[src/rtl/deck_shuffler_pkg.sv]
// deck_shuffler_pkg
// Shared deck geometry, the shuffle state encoding and the 16-bit LFSR step
// used by the deck shuffler and by any other randomised block.
package deck_shuffler_pkg;

  localparam int DECK_SIZE   = 52;
  localparam int CARD_W      = 7;
  localparam int DECK_ADDR_W = 6;

  // Feedback taps at bits 15, 13, 12 and 10.
  localparam logic [15:0] LFSR_TAPS = 16'hB400;

  typedef enum logic [2:0] {
    IDLE = 3'd0,
    PICK = 3'd1,
    RD_I = 3'd2,
    RD_J = 3'd3,
    WR_I = 3'd4,
    WR_J = 3'd5,
    DONE = 3'd6
  } shuffle_state_t;

  // One LFSR step: shift left, new LSB is the XOR of the tapped bits.
  function automatic logic [15:0] lfsr_step(input logic [15:0] s);
    return {s[14:0], ^(s & LFSR_TAPS)};
  endfunction

endpackage

[src/rtl/deck_shuffler_if.sv]
// deck_shuffler_if
// Single-port deck memory bus.
//   mem_addr  : word address
//   mem_wen   : write enable
//   mem_wdata : write data
//   mem_rdata : read data, valid one cycle after the address
// master = the block driving the memory, slave = the memory.
interface deck_shuffler_if #(
  parameter int ADDR_W = 6,
  parameter int DATA_W = 7
);
  logic [ADDR_W-1:0] mem_addr;
  logic              mem_wen;
  logic [DATA_W-1:0] mem_wdata;
  logic [DATA_W-1:0] mem_rdata;

  modport master (output mem_addr, output mem_wen, output mem_wdata, input mem_rdata);
  modport slave  (input mem_addr, input mem_wen, input mem_wdata, output mem_rdata);
endinterface

[src/rtl/deck_shuffler_lfsr16.sv]
// lfsr16
// Free-running 16-bit Fibonacci LFSR.
//   clk : clock
//   rst : synchronous active-high reset, loads SEED
//   q   : current LFSR state
module lfsr16
  import deck_shuffler_pkg::*;
#(
  parameter logic [15:0] SEED = 16'hACE1
) (
  input  logic        clk,
  input  logic        rst,
  output logic [15:0] q
);

  logic [15:0] q_q;
  logic [15:0] q_d;

  // Next state is always one step ahead; the register only chooses reset.
  always_comb begin
    q_d = lfsr_step(q_q);
  end

  // LFSR state register.
  always_ff @(posedge clk) begin
    if (rst) begin
      q_q <= SEED;
    end else begin
      q_q <= q_d;
    end
  end

  assign q = q_q;

endmodule

[src/rtl/deck_shuffler.sv]
// deck_shuffler
// In-place Fisher-Yates shuffle of the deck memory, one read-read-write-write
// swap per position, with random indices drawn from a free-running LFSR.
//   clk           : clock
//   rst           : synchronous active-high reset
//   start_shuffle : single-cycle request, ignored while busy
//   mem           : deck memory bus (master side)
//   busy          : shuffle in progress (owns the memory port)
//   shuffle_done  : high from completion until the next accepted start
module deck_shuffler
  import deck_shuffler_pkg::*;
#(
  parameter int          DECK_SIZE = deck_shuffler_pkg::DECK_SIZE,
  parameter int          ADDR_W    = DECK_ADDR_W,
  parameter int          DATA_W    = CARD_W,
  parameter logic [15:0] SEED      = 16'hACE1
) (
  input  logic                  clk,
  input  logic                  rst,
  input  logic                  start_shuffle,
  deck_shuffler_if.master       mem,
  output logic                  busy,
  output logic                  shuffle_done
);

  localparam logic [ADDR_W-1:0] LAST_IDX = ADDR_W'(DECK_SIZE - 1);
  localparam logic [ADDR_W-1:0] ONE_IDX  = ADDR_W'(1);

  shuffle_state_t    state_q, state_d;
  logic [ADDR_W-1:0] i_q, i_d;
  logic [ADDR_W-1:0] j_q, j_d;
  logic [DATA_W-1:0] tmp_q, tmp_d;

  logic [15:0]       lfsr_s;
  logic [ADDR_W-1:0] cand_s;
  logic              unused_lfsr_bits_s;

  logic [ADDR_W-1:0] addr_s;
  logic              wen_s;
  logic [DATA_W-1:0] wdata_s;

  lfsr16 #(.SEED(SEED)) u_lfsr (
    .clk (clk),
    .rst (rst),
    .q   (lfsr_s)
  );

  // Candidate index: low bits of the LFSR, accepted only when <= i.
  assign cand_s             = lfsr_s[ADDR_W-1:0];
  assign unused_lfsr_bits_s = ^lfsr_s[15:ADDR_W];

  // State, index and temporary word registers.
  always_ff @(posedge clk) begin
    if (rst) begin
      state_q <= IDLE;
      i_q     <= '0;
      j_q     <= '0;
      tmp_q   <= '0;
    end else begin
      state_q <= state_d;
      i_q     <= i_d;
      j_q     <= j_d;
      tmp_q   <= tmp_d;
    end
  end

  // Next-state logic for the shuffle sequence.
  always_comb begin
    state_d = state_q;
    i_d     = i_q;
    j_d     = j_q;
    tmp_d   = tmp_q;
    case (state_q)
      IDLE, DONE: begin
        if (start_shuffle) begin
          i_d     = LAST_IDX;
          state_d = PICK;
        end else begin
          state_d = state_q;
        end
      end
      PICK: begin
        // Rejection sampling keeps j uniform without a modulo.
        if (cand_s <= i_q) begin
          j_d     = cand_s;
          state_d = RD_I;
        end else begin
          state_d = PICK;
        end
      end
      RD_I: state_d = RD_J;
      RD_J: begin
        // Read data now carries deck[i] from the RD_I address.
        tmp_d   = mem.mem_rdata;
        state_d = WR_I;
      end
      WR_I: state_d = WR_J;
      WR_J: begin
        if (i_q == ONE_IDX) begin
          state_d = DONE;
        end else begin
          i_d     = i_q - ONE_IDX;
          state_d = PICK;
        end
      end
      default: state_d = IDLE;
    endcase
  end

  // Memory port decode; everything is zero outside the four memory states.
  always_comb begin
    addr_s  = '0;
    wen_s   = 1'b0;
    wdata_s = '0;
    case (state_q)
      RD_I: addr_s = i_q;
      RD_J: addr_s = j_q;
      WR_I: begin
        // Read data now carries deck[j] from the RD_J address.
        addr_s  = i_q;
        wen_s   = 1'b1;
        wdata_s = mem.mem_rdata;
      end
      WR_J: begin
        addr_s  = j_q;
        wen_s   = 1'b1;
        wdata_s = tmp_q;
      end
      default: begin
        addr_s  = '0;
        wen_s   = 1'b0;
        wdata_s = '0;
      end
    endcase
  end

  assign mem.mem_addr  = addr_s;
  assign mem.mem_wen   = wen_s;
  assign mem.mem_wdata = wdata_s;

  assign busy         = (state_q == PICK) || (state_q == RD_I) || (state_q == RD_J) ||
                        (state_q == WR_I) || (state_q == WR_J);
  assign shuffle_done = (state_q == DONE);

endmodule

[src/flat_wrapper.sv]
// flat-port wrapper written by rule: the top's interface ports become plain ports
module deck_shuffler_flat import deck_shuffler_pkg::*;
#(
  parameter int          DECK_SIZE = deck_shuffler_pkg::DECK_SIZE,
  parameter int          ADDR_W    = DECK_ADDR_W,
  parameter int          DATA_W    = CARD_W,
  parameter logic [15:0] SEED      = 16'hACE1
)
  (clk, rst, start_shuffle, busy, shuffle_done, mem_mem_addr, mem_mem_wen, mem_mem_wdata, mem_mem_rdata);
  deck_shuffler_if #(.ADDR_W(ADDR_W), .DATA_W(DATA_W)) mem_i ();
  input  logic clk;
  input  logic rst;
  input  logic start_shuffle;
  output logic busy;
  output logic shuffle_done;
  output wire logic [$bits(mem_i.mem_addr)-1:0] mem_mem_addr;
  output wire logic [$bits(mem_i.mem_wen)-1:0] mem_mem_wen;
  output wire logic [$bits(mem_i.mem_wdata)-1:0] mem_mem_wdata;
  input wire logic [$bits(mem_i.mem_rdata)-1:0] mem_mem_rdata;
  assign mem_mem_addr = mem_i.mem_addr;
  assign mem_mem_wen = mem_i.mem_wen;
  assign mem_mem_wdata = mem_i.mem_wdata;
  assign mem_i.mem_rdata = mem_mem_rdata;
  deck_shuffler #(.DECK_SIZE(DECK_SIZE), .ADDR_W(ADDR_W), .DATA_W(DATA_W), .SEED(SEED)) u_core (.clk(clk), .rst(rst), .start_shuffle(start_shuffle), .mem(mem_i), .busy(busy), .shuffle_done(shuffle_done));
endmodule
[config.mk]
export PLATFORM = sky130hd
export DESIGN_NAME = deck_shuffler_flat
export DESIGN_NICKNAME = d
export VERILOG_FILES = /design/src/rtl/deck_shuffler_pkg.sv /design/src/rtl/deck_shuffler_if.sv /design/src/rtl/deck_shuffler_lfsr16.sv /design/src/rtl/deck_shuffler.sv /design/src/flat_wrapper.sv
export SDC_FILE = /design/constraint.sdc
export NUM_CORES = 1
export LEC_CHECK = 0
export CAP_MARGIN = 20
export CORE_MARGIN = 4
export CORE_UTILIZATION = 40
export DETAILED_ROUTE_END_ITERATION = 12
export SYNTH_ARGS = -nofsm -noshare
export SYNTH_HDL_FRONTEND = slang
export SYNTH_SLANG_ARGS = --single-unit
[constraint.sdc]
create_clock -name clk -period 6.7 [get_ports clk]
set_clock_uncertainty 0.1 [all_clocks]
set_input_delay 1.34 -clock clk [delete_from_list [all_inputs] [get_ports clk]]
set_output_delay 1.34 -clock clk [all_outputs]
set_load 0.01 [all_outputs]
Word-level counts from Yosys, hierarchy flattened
Index checks and enable logic that the tools add are counted.
- register bits after elaboration: 38
- latch bits: 0
- memory bits (writable): 0
- bits in read-only memories: 0
- input bits: 10
- logic and storage cells: 39
- memories kept: 0
- add/sub/neg operators: 1
- $mul: 0
- div/mod/pow operators: 0
- order comparisons: 1
- equality and inequality tests: 9
- shifts and indexed selects: 0
- multiplexer cells: 10
- bitwise logic cells: 0
- reduce and logical (&&, ||, !) cells: 13
- operators with widths (operator ; count):
    6-bit case mux with 2 select lines ; 2
    3-bit case mux with 6 select lines ; 1
    16-bit parity ; 1
    7-bit case mux with 2 select lines ; 1
    6-bit two-way mux ; 2
    3-bit equality test, second input constant ; 3
    2-bit OR reduction ; 4
    3-bit by 2-bit equality test with 1-bit output, second input constant ; 2
    6-bit by 1-bit equality test with 1-bit output, second input constant ; 1
    6-bit <= comparator ; 1
    3-bit two-way mux ; 2
    6-bit by 1-bit subtractor with 6-bit output, second input constant ; 1
    1-bit logical OR ; 4
    2-bit != test, second input constant ; 2
    3-bit by 1-bit equality test with 1-bit output, second input constant ; 1
    3-bit zero test ; 1
    3-bit AND reduction ; 1
    2-bit two-way mux ; 1
    2-bit AND reduction ; 1
    2-bit nonzero test ; 1
    1-bit two-way mux ; 1

Logic depth before layout (Yosys ltp)
- depth after elaboration: 5
- mapped depth: 8
- mapped depth without buffers: 7

Modules after synthesis
From an unflattened synthesis, not the netlist that was laid out.
- cell total of the unflattened synthesis: 211
- area, all modules: 1959.4 µm²
- modules (own cells, without submodules) (module ; instances ; cells each ; area each (µm²) ; sequential area each (µm²)):
    deck_shuffler ; 1 ; 160 ; 1392.6 ; 440.4
    lfsr16 ; 1 ; 51 ; 566.8 ; 320.3

Worst setup path after synthesis
No wires, ideal clock.
- path kind: input to output
- start point: input mem_mem_rdata[0]
- end point: output mem_mem_wdata[0]
- arrival time: 1.554 ns
- required time: 5.260 ns
- setup slack: 3.706 ns
- cell stages on the path: 2
- path buffers: 0
- path through: mux2i_1 > nor2_1
- cells in the longest elaborated chain, start to end: 1
- RTL lines (item ; RTL line ; source):
    from (decl) ; flat_wrapper.sv:19 ; input wire logic [$bits(mem_i.mem_rdata)-1:0] mem_mem_rdata;
    7-bit case mux with 2 select lines ; deck_shuffler.sv:115 ; case (state_q)
    to (decl) ; flat_wrapper.sv:18 ; output wire logic [$bits(mem_i.mem_wdata)-1:0] mem_mem_wdata;
No other way between the ends.

Worst setup path after layout
Ends and elaborated chain as after synthesis.

==> summary.txt <==
Run status
  – Status: finished, final reports clean

Pwr
  – Net Switching: between 0.15 and 0.2 mW
  – Pwr dens: 290 nW/um^2
  – Flop pwr share: approximately 40%
  – Total power: 0.670 mW
  – Part of the power in the clock network: 35.6%
  – Part of the power in combinational logic: 24.4%
  – Peak supply drop: approximately 0.14 mV
  – Leakage: 0.945 nW
  – Switching Fraction: between 20% and 30%
  – Pint: 0.487 mW

Die
  – Initial Utilization: 42.3%
  – Io pins: 26
  – Die area: 5870 um^2
  – Die Width: 76.6 um
  – Die Ht: between 70 and 80 um
  – Core area: approximately 4400 um^2
  – Site Rows: 24

Clock network
  – TritonCTS clock tree: yes
  – Clock Latency Late Sink: roughly 280 ps
  – CTS max path bufs: 2
  – CTS sink cnt: 38
  – Number of hold buffers added after CTS: 0
  – Clock-pin slew on the worst setup and hold paths: 80 ps
  – Postcts setup bufs: 0
  – CTS root buffer: clkbuf_8
  – Resize count post-CTS: 0
  – H-tree depth: 2
  – Cts bufs inserted: 5

Timing
  – Final setup viols: 0
  – Tcrit/Tclk final: 59.1%
  – Setup TNS: 0 ps
  – Final Hold Vio Count: 0
  – Final Max Tran Viols: 0
  – Worst slew pin tran: 532 ps
  – Tmin final: between 3000 and 4000 ps
  – Max Fclk: 252 MHz
  – RSZ-0062 raised after global routing: no
  – Slew HR: 64.4%
  – Smallest hold slack: about 320 ps

Logic synthesis
  – Main area contributors after synthesis: dfxtp_1 (40%), mux2i_1 (12%), ha_1 (6.0%), nor2_1 (5.6%), nor2b_1 (4.7%)
  – Netlist cell types: 34
  – Register bit count reported by yosys: 38
  – Post-synth net total: 219
  – Top-area cell type share of the netlist area: 40.4%
  – EDFF count, synth: 0
  – Largest area contributor in the netlist: dfxtp_1
  – Mapped Cells: 200
  – Number of synthesis warnings: 0
  – Ys flop type: dfxtp_1
  – Synthesized area per cell: 9.41 um^2
  – Mapped cell area: 1880 um^2
  – Sequential-to-total area share from yosys stat: between 40% and 50%
  – Post-synth ARST share: 0%

Setup path
  – RR Endpoint: u_core.j_q[3]$_SDFFE_PP0P_
  – R2R cell count: 7
  – Register-to-register setup slack: 4250 ps
  – CP startpoint: mem_mem_rdata[0]
  – CP Capture Point: mem_mem_wdata[0]
  – Worst path arrival time: approximately 2500 ps
  – Critical Path Source Type: primary input
  – Crit end category: output port
  – Crit Path Max Fanout: 2
  – CP Class: in -> out
  – Worst R2R Start: u_core.i_q[3]$_SDFFE_PP0P_
  – Worst Path Required: 5260 ps

Layout
  – Multi-input logic area: 1040 um^2
  – Register area: 761 um^2
  – # diodes: 0
  – NumNets Final: 243
  – Fill cells: 413
  – Commonest non-fill, non-tap cell in the layout: dfxtp_1
  – Highest-count cells in the layout ignoring fill and taps: dfxtp_1 (38), nor2_1 (28), clkdlybuf4s50_1 (25), mux2i_1 (22), nor2b_1 (14)
  – Share of cells above drive strength 1: 10.2%
  – Number of cells in the finished layout apart from fillers: 277
  – Core Util, Final: 52.0%
  – Syn-to-layout area delta: 22.8%

Placement
  – DP HPWL: 2850 um
  – Placed cells: 268
  – GPL Wtd Cong: 0.828
  – Port Buffers: 25

Drt
  – DR WL/cell: around 14 um
  – DRT Wirelength: 3900 um
  – Via count: 1448
  – Starting DRT DRC Count: 94
  – Residual DRC: 0
  – Pre-Repair DR Iteration Count: 4
  – Post-detailed-route count of antenna-violating nets: 0
  – DR vias/cell: 5.23

Global routing
  – Gr usage total: 13.7%
  – First-pass GRT wire length: roughly 6500 um
  – Largest net degree at the start of global routing: 29
  – Gr ovfl total: 0
  – Vias in the first global route: 1391
  – Initial antenna violation count: 0

Worst hold path
  – Hold depth: 1
  – Hold Path Class: reg -> reg

Flow run
  – Max-cap check violation count: 0
how the worst min path moves through the flow:
stage | start | to | slack [ps]
after floorplan | u_core.u_lfsr.q[9]$_SDFF_PP0_ | u_core.u_lfsr.q[10]$_SDFF_PP1_ | 290
after global placement | u_core.u_lfsr.q[14]$_SDFF_PP0_ | u_core.u_lfsr.q[15]$_SDFF_PP1_ | 300
after detailed placement | u_core.u_lfsr.q[9]$_SDFF_PP0_ | u_core.u_lfsr.q[10]$_SDFF_PP1_ | 300
after CTS | u_core.u_lfsr.q[14]$_SDFF_PP0_ | u_core.u_lfsr.q[15]$_SDFF_PP1_ | 320
after global routing | u_core.u_lfsr.q[9]$_SDFF_PP0_ | u_core.u_lfsr.q[10]$_SDFF_PP1_ | 330
final | u_core.u_lfsr.q[14]$_SDFF_PP0_ | u_core.u_lfsr.q[15]$_SDFF_PP1_ | 320
state kept, by name, indices dropped and copies added (netlist names):
signal and flops:
u_core.u_lfsr.q 16, u_core.tmp_q 7, u_core.state_q 3, u_core.j_q 6
u_core.i_q 6
metal layers:
metal	track usage, %	vias to the layer above	wire length, um
li1	-	725	-
met2	22.1	35	1880
met4	5.62	0	57
met1	17.3	684	1800
met5	0	-	0
met3	3.55	4	163
through the flow:
step	setup slack (ps)	cell area (um^2)
2_1_floorplan	3710	1880
3_3_place_gp	2710	2150
3_5_place_dp	2690	2150
4_1_cts	2690	2300
5_1_grt	2660	2310
6_report	2740	2310
area by class of cell:
class                           instances  area share, %
Multi-Input combinational cell        143           44.8
Sequential cell                        38           32.9
Timing Repair Buffer                   27           11.8
Clock buffer                            6           3.57
Tap cell                               52           2.82
Clock inverter                          2           2.60
Inverter                                9           1.46
cell usage after synthesis (3+ instances only):
| library cell | instances |
|---|---|
| or2_2 | 7 |
| nand4_1 | 5 |
| dfxtp_1 | 38 |
| a21oi_1 | 4 |
| nor3_1 | 6 |
| a211oi_1 | 4 |
| buf_2 | 5 |
| inv_1 | 9 |
| nor2b_1 | 14 |
| nand3_1 | 3 |
| nand2b_1 | 5 |
| mux2_4 | 4 |
| mux2i_1 | 22 |
| nand2_1 | 6 |
| ha_1 | 9 |
| xnor2_1 | 5 |
| nor2_1 | 28 |
| clkbuf_1 | 4 |
| o21ai_0 | 5 |
worst max-delay path, stage by stage:
cell,delay [ps]
clkdlybuf4s50_1,470
mux2i_1,70
nor2_1,80
clkdlybuf4s50_1,550
power by group through the flow:
stage                     Clock, mW  Sequential (mW)  Combinational [mW]
after detailed placement          0            0.281               0.152
after CTS                     0.242            0.276               0.154
after floorplan                   0            0.261               0.135
after global routing          0.254            0.272               0.182
after global placement            0            0.280               0.148
final                         0.239            0.268               0.163
cell families after synthesis:
logic type,Yosys count,share of synthesized area [%]
flip-flops,38,40.4
AO/OA/AOI/OAI,21,8.71
AND/OR/NAND/NOR,79,21.3
multiplexers,26,14.9
XOR/XNOR,8,4.12
buffers and inverters,19,4.52
adder cells (fa/ha/maj),9,5.98
(Power assumes the default switching activity.)
